[src/rtl/segment_pkg.sv]
// Shared constants for the 7-segment frame reader: digit patterns, special codes, FSM states.
// Segment bit order is {g,f,e,d,c,b,a}, active-high.
package segment_pkg;

  localparam logic [6:0] SEG_DIGIT [10] = '{
    7'h3F, 7'h06, 7'h5B, 7'h4F, 7'h66,
    7'h6D, 7'h7D, 7'h07, 7'h7F, 7'h6F
  };

  localparam logic [6:0] SEG_BLANK    = 7'h00;
  localparam logic [3:0] CODE_BLANK   = 4'hF;
  localparam logic [3:0] CODE_ILLEGAL = 4'hE;

  typedef enum logic {
    HUNT,
    CAPT
  } state_t;

endpackage

[src/rtl/seg_pattern_decode.sv]
// Maps one 7-segment pattern to its digit code; blank is legal, anything unknown flags illegal.
// Purely combinational, zero latency, no flow control.
module seg_pattern_decode
  import segment_pkg::*;
(
  input  logic [6:0] pattern,
  output logic [3:0] code,
  output logic       illegal
);

  always_comb begin
    code    = CODE_ILLEGAL;
    illegal = 1'b1;
    if (pattern == SEG_BLANK) begin
      code    = CODE_BLANK;
      illegal = 1'b0;
    end
    for (int i = 0; i < 10; i++) begin
      if (pattern == SEG_DIGIT[i]) begin
        code    = 4'(i);
        illegal = 1'b0;
      end
    end
  end

endmodule

[src/rtl/segment_reader.sv]
// Samples a multiplexed 7-segment display, debounces each digit and assembles whole frames.
// Latency: digit accepted 2+STABLE_CYCLES cycles after pins settle; frame loads the edge after the last accept.
// Backpressure: one output slot held until frame_ready; a frame completing while the slot is full is dropped (overrun).
module segment_reader
  import segment_pkg::*;
#(
  parameter int NUM_DIGITS    = 4,
  parameter int STABLE_CYCLES = 4
) (
  input  logic                    clk,
  input  logic                    rst_n,
  input  logic [6:0]              seg,
  input  logic [NUM_DIGITS-1:0]   dig_sel,
  output logic [4*NUM_DIGITS-1:0] frame_digits,
  output logic [NUM_DIGITS-1:0]   frame_err,
  output logic                    frame_valid,
  input  logic                    frame_ready,
  output logic                    overrun,
  output logic                    sync_err
);

  localparam int IDX_W = (NUM_DIGITS > 1) ? $clog2(NUM_DIGITS) : 1;
  localparam int CNT_W = $clog2(STABLE_CYCLES + 1);
  localparam logic [IDX_W-1:0] LAST_IDX = IDX_W'(NUM_DIGITS - 1);
  localparam logic [CNT_W-1:0] ARM_CNT  = CNT_W'(STABLE_CYCLES - 1);
  localparam logic [CNT_W-1:0] DONE_CNT = CNT_W'(STABLE_CYCLES);

  logic [6:0]              seg_s1, seg_s2, seg_p;
  logic [NUM_DIGITS-1:0]   dig_s1, dig_s2, dig_p;
  logic [CNT_W-1:0]        cnt;
  logic                    same;
  logic                    accept;
  logic [IDX_W-1:0]        acc_idx;
  logic [3:0]              dec_code;
  logic                    dec_illegal;

  state_t                  state, state_nxt;
  logic [IDX_W-1:0]        exp_idx, exp_nxt;
  logic [4*NUM_DIGITS-1:0] sh_dig, sh_dig_nxt, fresh_dig, merge_dig;
  logic [NUM_DIGITS-1:0]   sh_err, sh_err_nxt, fresh_err, merge_err;
  logic                    complete;
  logic                    seq_fault;
  logic                    load;

  // Counter saturates at DONE_CNT so a long steady window yields a single accept.
  assign same   = (seg_s2 == seg_p) && (dig_s2 == dig_p) && $onehot(dig_s2);
  assign accept = same && (cnt == ARM_CNT);

  always_ff @(posedge clk) begin
    if (!rst_n) begin
      seg_s1 <= '0;
      seg_s2 <= '0;
      seg_p  <= '0;
      dig_s1 <= '0;
      dig_s2 <= '0;
      dig_p  <= '0;
      cnt    <= '0;
    end else begin
      seg_s1 <= seg;
      seg_s2 <= seg_s1;
      seg_p  <= seg_s2;
      dig_s1 <= dig_sel;
      dig_s2 <= dig_s1;
      dig_p  <= dig_s2;
      if (!same)
        cnt <= '0;
      else if (cnt != DONE_CNT)
        cnt <= cnt + CNT_W'(1);
    end
  end

  always_comb begin
    acc_idx = '0;
    for (int i = 0; i < NUM_DIGITS; i++) begin
      if (dig_s2[i])
        acc_idx = IDX_W'(i);
    end
  end

  seg_pattern_decode u_decode (
    .pattern (seg_s2),
    .code    (dec_code),
    .illegal (dec_illegal)
  );

  always_comb begin
    state_nxt  = state;
    exp_nxt    = exp_idx;
    sh_dig_nxt = sh_dig;
    sh_err_nxt = sh_err;
    complete   = 1'b0;
    seq_fault  = 1'b0;

    fresh_dig = '0;
    fresh_err = '0;
    fresh_dig[acc_idx*4 +: 4] = dec_code;
    fresh_err[acc_idx]        = dec_illegal;
    merge_dig = sh_dig;
    merge_err = sh_err;
    merge_dig[acc_idx*4 +: 4] = dec_code;
    merge_err[acc_idx]        = dec_illegal;

    if (accept) begin
      case (state)
        HUNT: begin
          if (acc_idx == '0) begin
            if (NUM_DIGITS == 1) begin
              complete = 1'b1;
            end else begin
              sh_dig_nxt = fresh_dig;
              sh_err_nxt = fresh_err;
              exp_nxt    = IDX_W'(1);
              state_nxt  = CAPT;
            end
          end
        end
        CAPT: begin
          if (acc_idx == exp_idx) begin
            if (acc_idx == LAST_IDX) begin
              complete   = 1'b1;
              sh_dig_nxt = '0;
              sh_err_nxt = '0;
              exp_nxt    = '0;
              state_nxt  = HUNT;
            end else begin
              sh_dig_nxt = merge_dig;
              sh_err_nxt = merge_err;
              exp_nxt    = exp_idx + IDX_W'(1);
            end
          end else if (acc_idx == '0) begin
            // Position 0 out of turn means the display restarted its scan.
            seq_fault  = 1'b1;
            sh_dig_nxt = fresh_dig;
            sh_err_nxt = fresh_err;
            exp_nxt    = IDX_W'(1);
          end else begin
            seq_fault  = 1'b1;
            sh_dig_nxt = '0;
            sh_err_nxt = '0;
            exp_nxt    = '0;
            state_nxt  = HUNT;
          end
        end
        default: state_nxt = HUNT;
      endcase
    end
  end

  assign load = complete && (!frame_valid || frame_ready);

  always_ff @(posedge clk) begin
    if (!rst_n) begin
      state        <= HUNT;
      exp_idx      <= '0;
      sh_dig       <= '0;
      sh_err       <= '0;
      frame_digits <= '0;
      frame_err    <= '0;
      frame_valid  <= 1'b0;
      overrun      <= 1'b0;
      sync_err     <= 1'b0;
    end else begin
      state    <= state_nxt;
      exp_idx  <= exp_nxt;
      sh_dig   <= sh_dig_nxt;
      sh_err   <= sh_err_nxt;
      overrun  <= complete && frame_valid && !frame_ready;
      sync_err <= seq_fault;
      if (load) begin
        frame_digits <= merge_dig;
        frame_err    <= merge_err;
        frame_valid  <= 1'b1;
      end else if (frame_ready) begin
        frame_valid  <= 1'b0;
      end
    end
  end

endmodule

[config.mk]
export PLATFORM = sky130hd
export DESIGN_NAME = segment_reader
export DESIGN_NICKNAME = d
export VERILOG_FILES = /design/src/rtl/segment_pkg.sv /design/src/rtl/seg_pattern_decode.sv /design/src/rtl/segment_reader.sv
export SDC_FILE = /design/constraint.sdc
export NUM_CORES = 1
export LEC_CHECK = 0
export BUFFER_PORTS_ARGS = -buffer_cell sky130_fd_sc_hd__buf_4
export CAP_MARGIN = 20
export CORE_ASPECT_RATIO = 0.75
export CORE_MARGIN = 10
export CORE_UTILIZATION = 26
export CTS_CLUSTER_DIAMETER = 150
export DETAILED_ROUTE_END_ITERATION = 12
export PLACE_DENSITY = 0.45
export SLEW_MARGIN = 20
export SYNTH_ARGS = -nofsm -noshare
export SYNTH_HDL_FRONTEND = slang
export SYNTH_SLANG_ARGS = --single-unit
[constraint.sdc]
create_clock -name clk -period 2.85 [get_ports clk]
set_input_delay 0.285 -clock clk [delete_from_list [all_inputs] [get_ports clk]]
set_output_delay 0.285 -clock clk [all_outputs]
set_load 0.05 [all_outputs]
==> flow_metrics.tcl, run 1 <==
set metrics [dict create \
    cp.arrival_ns 3.08 \
    p_leak_nw 1.80 \
    seq_area_frac_synth 0.436 \
    place_area_sq_mm 0.00429 \
    clock_skew_ns 0.00852 \
    synth.distinct_cells 51 \
    syn_area_sq_mm 0.00372 \
    viasPerCell 4.77 \
    ys.flop_type "dfxtp_1" \
    die_x_microns 158 \
    status "finished clean" \
    overflow 0 \
    fin_setup_tns_ns 0 \
    cts_sinks 81 \
    grt_usage 0.101 \
    slew_headroom 0.542 \
    critPathMaxFanout 17 \
    worstPathRequired_ns 3.10 \
    final_design_area_no_fill_sq_mm 0.00482 \
    tightestPinTransition_ns 0.678 \
    maxCapViolations 0 \
    floorplan.initialDensity 0.268 \
    fp.dieH_microns 124 \
    finalCritPeriodShare 0.995 \
    nNetsFinal 497 \
    io_pins 37 \
    area_delta_synth_final_pct 29.6 \
    ys_ff_latch 81 \
    route.detailed.drc 0 \
    synthCells 417 \
    holdCritPathClass "in -> reg" \
    period_minus_slack_ns 2.83 \
    antenna_found_initial 0 \
    power.density_mw_per_mm2 516 \
    post-place-ws_ns -0.109 \
    antennaDiodeCount 0 \
    clock_latency_ns 0.34 \
    dieArea_sq_mm 0.0196 \
    synthTopCellsByArea "dfxtp_1 44%, and2_1 5.9%, nand2_1 3.8%" \
    rows 37 \
    synth_largest_area_cell "dfxtp_1" \
    worstSetupEndpointType "flip-flop" \
    criticalPathCategory "reg -> reg" \
    firstDrtPassIters 5 \
    reg2reg_slack_ns 0.02 \
    dp_hpwl_microns 6900 \
    root_buffer "clkbuf_16" \
    avgSynthCellArea_sq_um 8.93 \
    mostFrequentLayoutCells "78 x dfxtp_1, 61 x buf_4, 35 x and2_1" \
    synth_top_cell_area_share 0.436 \
    rsz0062_at_grt "yes" \
    synthArstFlopShare 0 \
    io_buffers 36 \
    grt_max_degree 46 \
    layout_commonest_cell "dfxtp_1" \
    grt_pass1_vias 2988 \
    worst_slack_ns 0.0156 \
    via_count 3108 \
    dr.first_iter.drc_count 217 \
    synth_edf_count 0 \
    routed_wl_microns 9950 \
    max_freq_mhz 353 \
    ant_nets 0 \
    wl_per_cell_microns 15.3 \
    cts_buffers 9 \
    htree_levels 3 \
    synth_nets 443 \
    setup_viol 0 \
    cts.clk_slew.worst_paths_ns 0.06 \
    clockBufferDepth 2 \
    coreArea_sq_mm 0.0139 \
    finalMaxSlewViolations 0 \
    cts_tree "yes" \
    dpl.cell_count 630 \
    finalNonFillerCells 651 \
    final_layout_size_suffix_gt1_frac 0.300 \
    final_util 0.347 \
    vdd_drop_max_v 0.000264 \
    grt_pass1_wl_microns 15600 \
    gp_congestion 0.798 \
    ys_warn_count 0 \
    hold_viol_final 0 \
    cp-start-kind "flip-flop" \
]
path summary, 6_finish.rpt:
path             start               to  cells past startpoint
max          dig_s2[0]  frame_digits[6]                     12
min             seg[2]        seg_s1[2]                      2
max reg2reg  dig_s2[0]  frame_digits[6]                     12
min reg2reg  dig_s1[2]        dig_s2[2]                      1
final cells by class:
class	instances	area, sq um
fill	1416	9060
multi-input combinational	291	2050
sequential	81	1630
tap	175	219
clock buffer	11	253
clock inverter	5	38.8
timing repair buffer	65	553
inverter	23	88.8
per-layer routing:
layer  vias to the layer above  wire length, microns  global-route usage
met5                         -                     0                   0
met4                         0                    97              0.0329
met3                        10                   569              0.0355
met2                        71                  4040               0.138
met1                      1486                  5240               0.143
li1                       1541                     -                   -
state kept, by name, summed over array words and instances (netlist names), 2 cells and up:
signal / flops
frame_digits: 16
sh_dig: 16
seg_p: 7
seg_s1: 7
seg_s2: 7
dig_p: 4
dig_s1: 4
dig_s2: 4
frame_err: 4
cnt: 3
sh_err: 3
exp_idx: 2
kinds of logic (layout without fill, tap and decap cells):
group           Yosys count  count (layout)  synth area share
flops                    81              81             0.436
xor+xnor                 14              14            0.0481
mux                       2               2           0.00538
buf+inv                  45             104            0.0612
simple gates            176             176             0.253
compound gates           87              87             0.154
fa+ha+maj                12              12            0.0424
stage by stage:
stage                     hold WS (ns)  total power [mW]
after CTS                        0.140              2.52
after global routing             0.137              2.60
after detailed placement         0.418              1.39
after floorplan                  0.412              1.33
after global placement           0.414              1.39
final                            0.152              2.49
synth_stat cells (3+ instances only):
cell type / n
buf_4: 5
nor2b_1: 8
or3_1: 3
inv_1: 23
nand2_1: 38
ha_1: 11
xnor2_2: 5
dfxtp_1: 81
o22ai_1: 4
buf_6: 5
xnor2_1: 8
o21ai_0: 16
clkbuf_1: 10
or4_1: 4
o21ai_1: 5
and3_1: 3
a21oi_1: 23
nand3_1: 10
a211oi_1: 14
a311oi_2: 3
nand2b_1: 13
nor2_1: 31
and2_1: 35
nor3_1: 8
a31oi_1: 6
nand4_1: 12
critical path, stage by stage (launching register included):
cell	delay, ns
dfxtp_2	0.33
inv_2	0.04
fa_1	0.52
inv_1	0.04
ha_2	0.17
ha_4	0.24
nor3b_4	0.17
nand4_1	0.18
nor4_4	0.26
and3_4	0.34
clkbuf_16	0.22
nor2_2	0.04
a211oi_1	0.19
repair_timing:
item                       CTS  global route
resized for setup            7            44
setup buffers                0             2
cloned                       0             3
setup endpoints to repair   20            39
pin swaps                    1             1
hold buffers                 0             0
power breakdown:
| group | switching, mW | total [mW] | internal, mW |
|---|---|---|---|
| sequential | 0.0178 | 1.17 | 1.15 |
| combinational | 0.118 | 0.208 | 0.0904 |
| clock | 0.469 | 1.11 | 0.642 |
(Power assumes the default switching activity.)
==> run 2: changes to the inputs <==
PLACE_DENSITY = 0.44   (was 0.45)
clock period = 3.23 ns   (was 2.85 ns; I/O delays follow)
==> run 2 against run 1 <==
Effect of this change:
- clock power fell by 7%
- non-clock buffer count fell by 7
- first-iteration DRC count rose by 1.4%
- combinational power fell by 11%
- worst setup slack improved by 0.12 ns
- via count barely moved
- register-to-register slack improved by 0.12 ns
- clock skew fell by 0.0045 ns
- largest cell class unchanged
- largest power group unchanged
==> flow_metrics.tcl, run 2 (synthesis results as in run 1) <==
set metrics [dict create \
    power.total_mw 2.25 \
    p_leak_nw 1.77 \
    firstDrtPassIters 4 \
    r2r-start "dig_s2[3]" \
    max_freq_mhz 323 \
    antenna_found_initial 0 \
    area_delta_synth_final_pct 28.3 \
    place_area_sq_mm 0.00418 \
    nNetsFinal 491 \
    crit_path_top_delay_cell "or4_4" \
    hold_viol_final 0 \
    cts_sinks 81 \
    final_design_area_no_fill_sq_mm 0.00477 \
    r2r_end "sh_dig[10]" \
    worstPathRequired_ns 3.50 \
    coreArea_sq_mm 0.0139 \
    finalCritPeriodShare 0.957 \
    slew_headroom 0.533 \
    overflow 0 \
    rsz0062_at_grt "yes" \
    dpl.cell_count 619 \
    fill_cells 1440 \
    grt_max_degree 47 \
    cts_tree "yes" \
    dr.first_iter.drc_count 220 \
    hold_end "seg_s1[4]" \
    floorplan.initialDensity 0.268 \
    cp-start-kind "flip-flop" \
    routed_wl_microns 10300 \
    clockBufferDepth 2 \
    viasPerCell 4.82 \
    rr_worst_depth 11 \
    fp.dieH_microns 124 \
    antennaDiodeCount 0 \
    crit_top_cell "ha_4" \
    period_minus_slack_ns 3.09 \
    clock_skew_ns 0.00405 \
    path_cells "inv_4 > fa_1 > inv_2 > ha_4 > ha_4 > nor3b_4 > nand4_1 > buf_4 > or4_4 > or3_4 > a21oi_2" \
    root_buffer "clkbuf_16" \
    rows 37 \
    critPathMaxFanout 5 \
    final_layout_size_suffix_gt1_frac 0.249 \
    reg2reg_slack_ns 0.14 \
    criticalPathCategory "reg -> reg" \
    reg.largest.list "frame_digits: 16 flops, sh_dig: 16 flops" \
    cp.arrival_ns 3.36 \
    io_pins 37 \
    wl_per_cell_microns 15.9 \
    holdCritPathClass "in -> reg" \
    holdPathStages 2 \
    slowest_delay_ns 0.58 \
    cts.clk_slew.worst_paths_ns 0.06 \
    post-place-ws_ns 0.0662 \
    die_x_microns 158 \
    vdd_drop_max_v 0.000238 \
    worst-path-buf-inv 3 \
    worst_slack_ns 0.138 \
    status "finished clean" \
    cts_buffers 9 \
    dieArea_sq_mm 0.0196 \
    finalMaxSlewViolations 0 \
    io_buffers 36 \
    power.density_mw_per_mm2 472 \
    dp_hpwl_microns 6720 \
    layout_commonest_cell "dfxtp_1" \
    mostFrequentLayoutCells "79 x dfxtp_1, 51 x buf_4, 38 x nand2_1" \
    grt_pass1_vias 2954 \
    multi_input_area_sq_mm 0.00203 \
    tightestPinTransition_ns 0.692 \
    final_util 0.344 \
    grt_usage 0.0992 \
    setup_viol 0 \
    maxCapViolations 0 \
    clock_latency_ns 0.33 \
    worstSetupEndpointType "flip-flop" \
    gp_congestion 0.809 \
    ant_nets 0 \
    crit_family "simple AND/OR/NAND/NOR gates" \
    htree_levels 3 \
    worstHoldStart "seg[4]" \
    grt_pass1_wl_microns 15400 \
    finalNonFillerCells 644 \
    seq_area_sq_mm 0.00162 \
    route.detailed.drc 0 \
    via_count 3106 \
]
-- run 2: cell count changes in the layout (fill, tap and decap cells not counted), moves of 4 or more --
cell     delta
nor2_2     -11
nand2_2     -4
o21ai_0     +6
nor2_1     +12
buf_4      -10
nand2_1     +4
-- run 2: how the worst max path moves through the flow --
| stage | startpoint | depth (start not counted) | end |
|---|---|---|---|
| 2_1_floorplan | dig_s2[3] | 12 | sh_dig[10] |
| 3_3_place_gp | dig_s2[0] | 10 | sh_dig[6] |
| 3_5_place_dp | dig_s2[0] | 10 | sh_dig[6] |
| 4_1_cts | dig_s2[0] | 10 | sh_dig[6] |
| 5_1_grt | dig_s2[3] | 12 | frame_digits[14] |
| 6_report | dig_s2[3] | 11 | sh_dig[10] |
-- run 2: per-layer routing --
metal | share of wire | GRT usage | up-vias
met5 | 0 | 0 | -
met4 | 0.0091 | 0.0260 | 0
met3 | 0.053 | 0.0279 | 9
met2 | 0.42 | 0.142 | 60
met1 | 0.52 | 0.142 | 1504
li1 | - | - | 1533
-- run 2: area by class of cell --
cell class                      instances  area share
Inverter                               23      0.0186
Tap cell                              175      0.0459
Timing Repair Buffer                   58       0.109
Clock inverter                          3     0.00839
Sequential cell                        81       0.340
Clock buffer                           12      0.0537
Multi-Input combinational cell        292       0.424
-- run 2: timing repair --
item | in CTS | in global routing
buffers inserted | 0 | 4
gates resized for setup | 0 | 37
hold buffers | 0 | 0
endpoints found under the setup margin | 0 | 38
-- run 2: through the flow --
stage          hold slack, ns  TNS [ns]
4_1_cts                 0.182         0
5_1_grt                 0.186    -0.201
3_5_place_dp            0.420         0
6_report                0.192         0
3_3_place_gp            0.415         0
2_1_floorplan           0.412         0
-- run 2: where the power goes --
part | internal (mW) | leakage [nW] | switching [mW] | total (mW)
logic | 0.0788 | 0.964 | 0.107 | 0.186
clock network | 0.634 | 0.148 | 0.400 | 1.03
registers | 1.02 | 0.659 | 0.0172 | 1.03
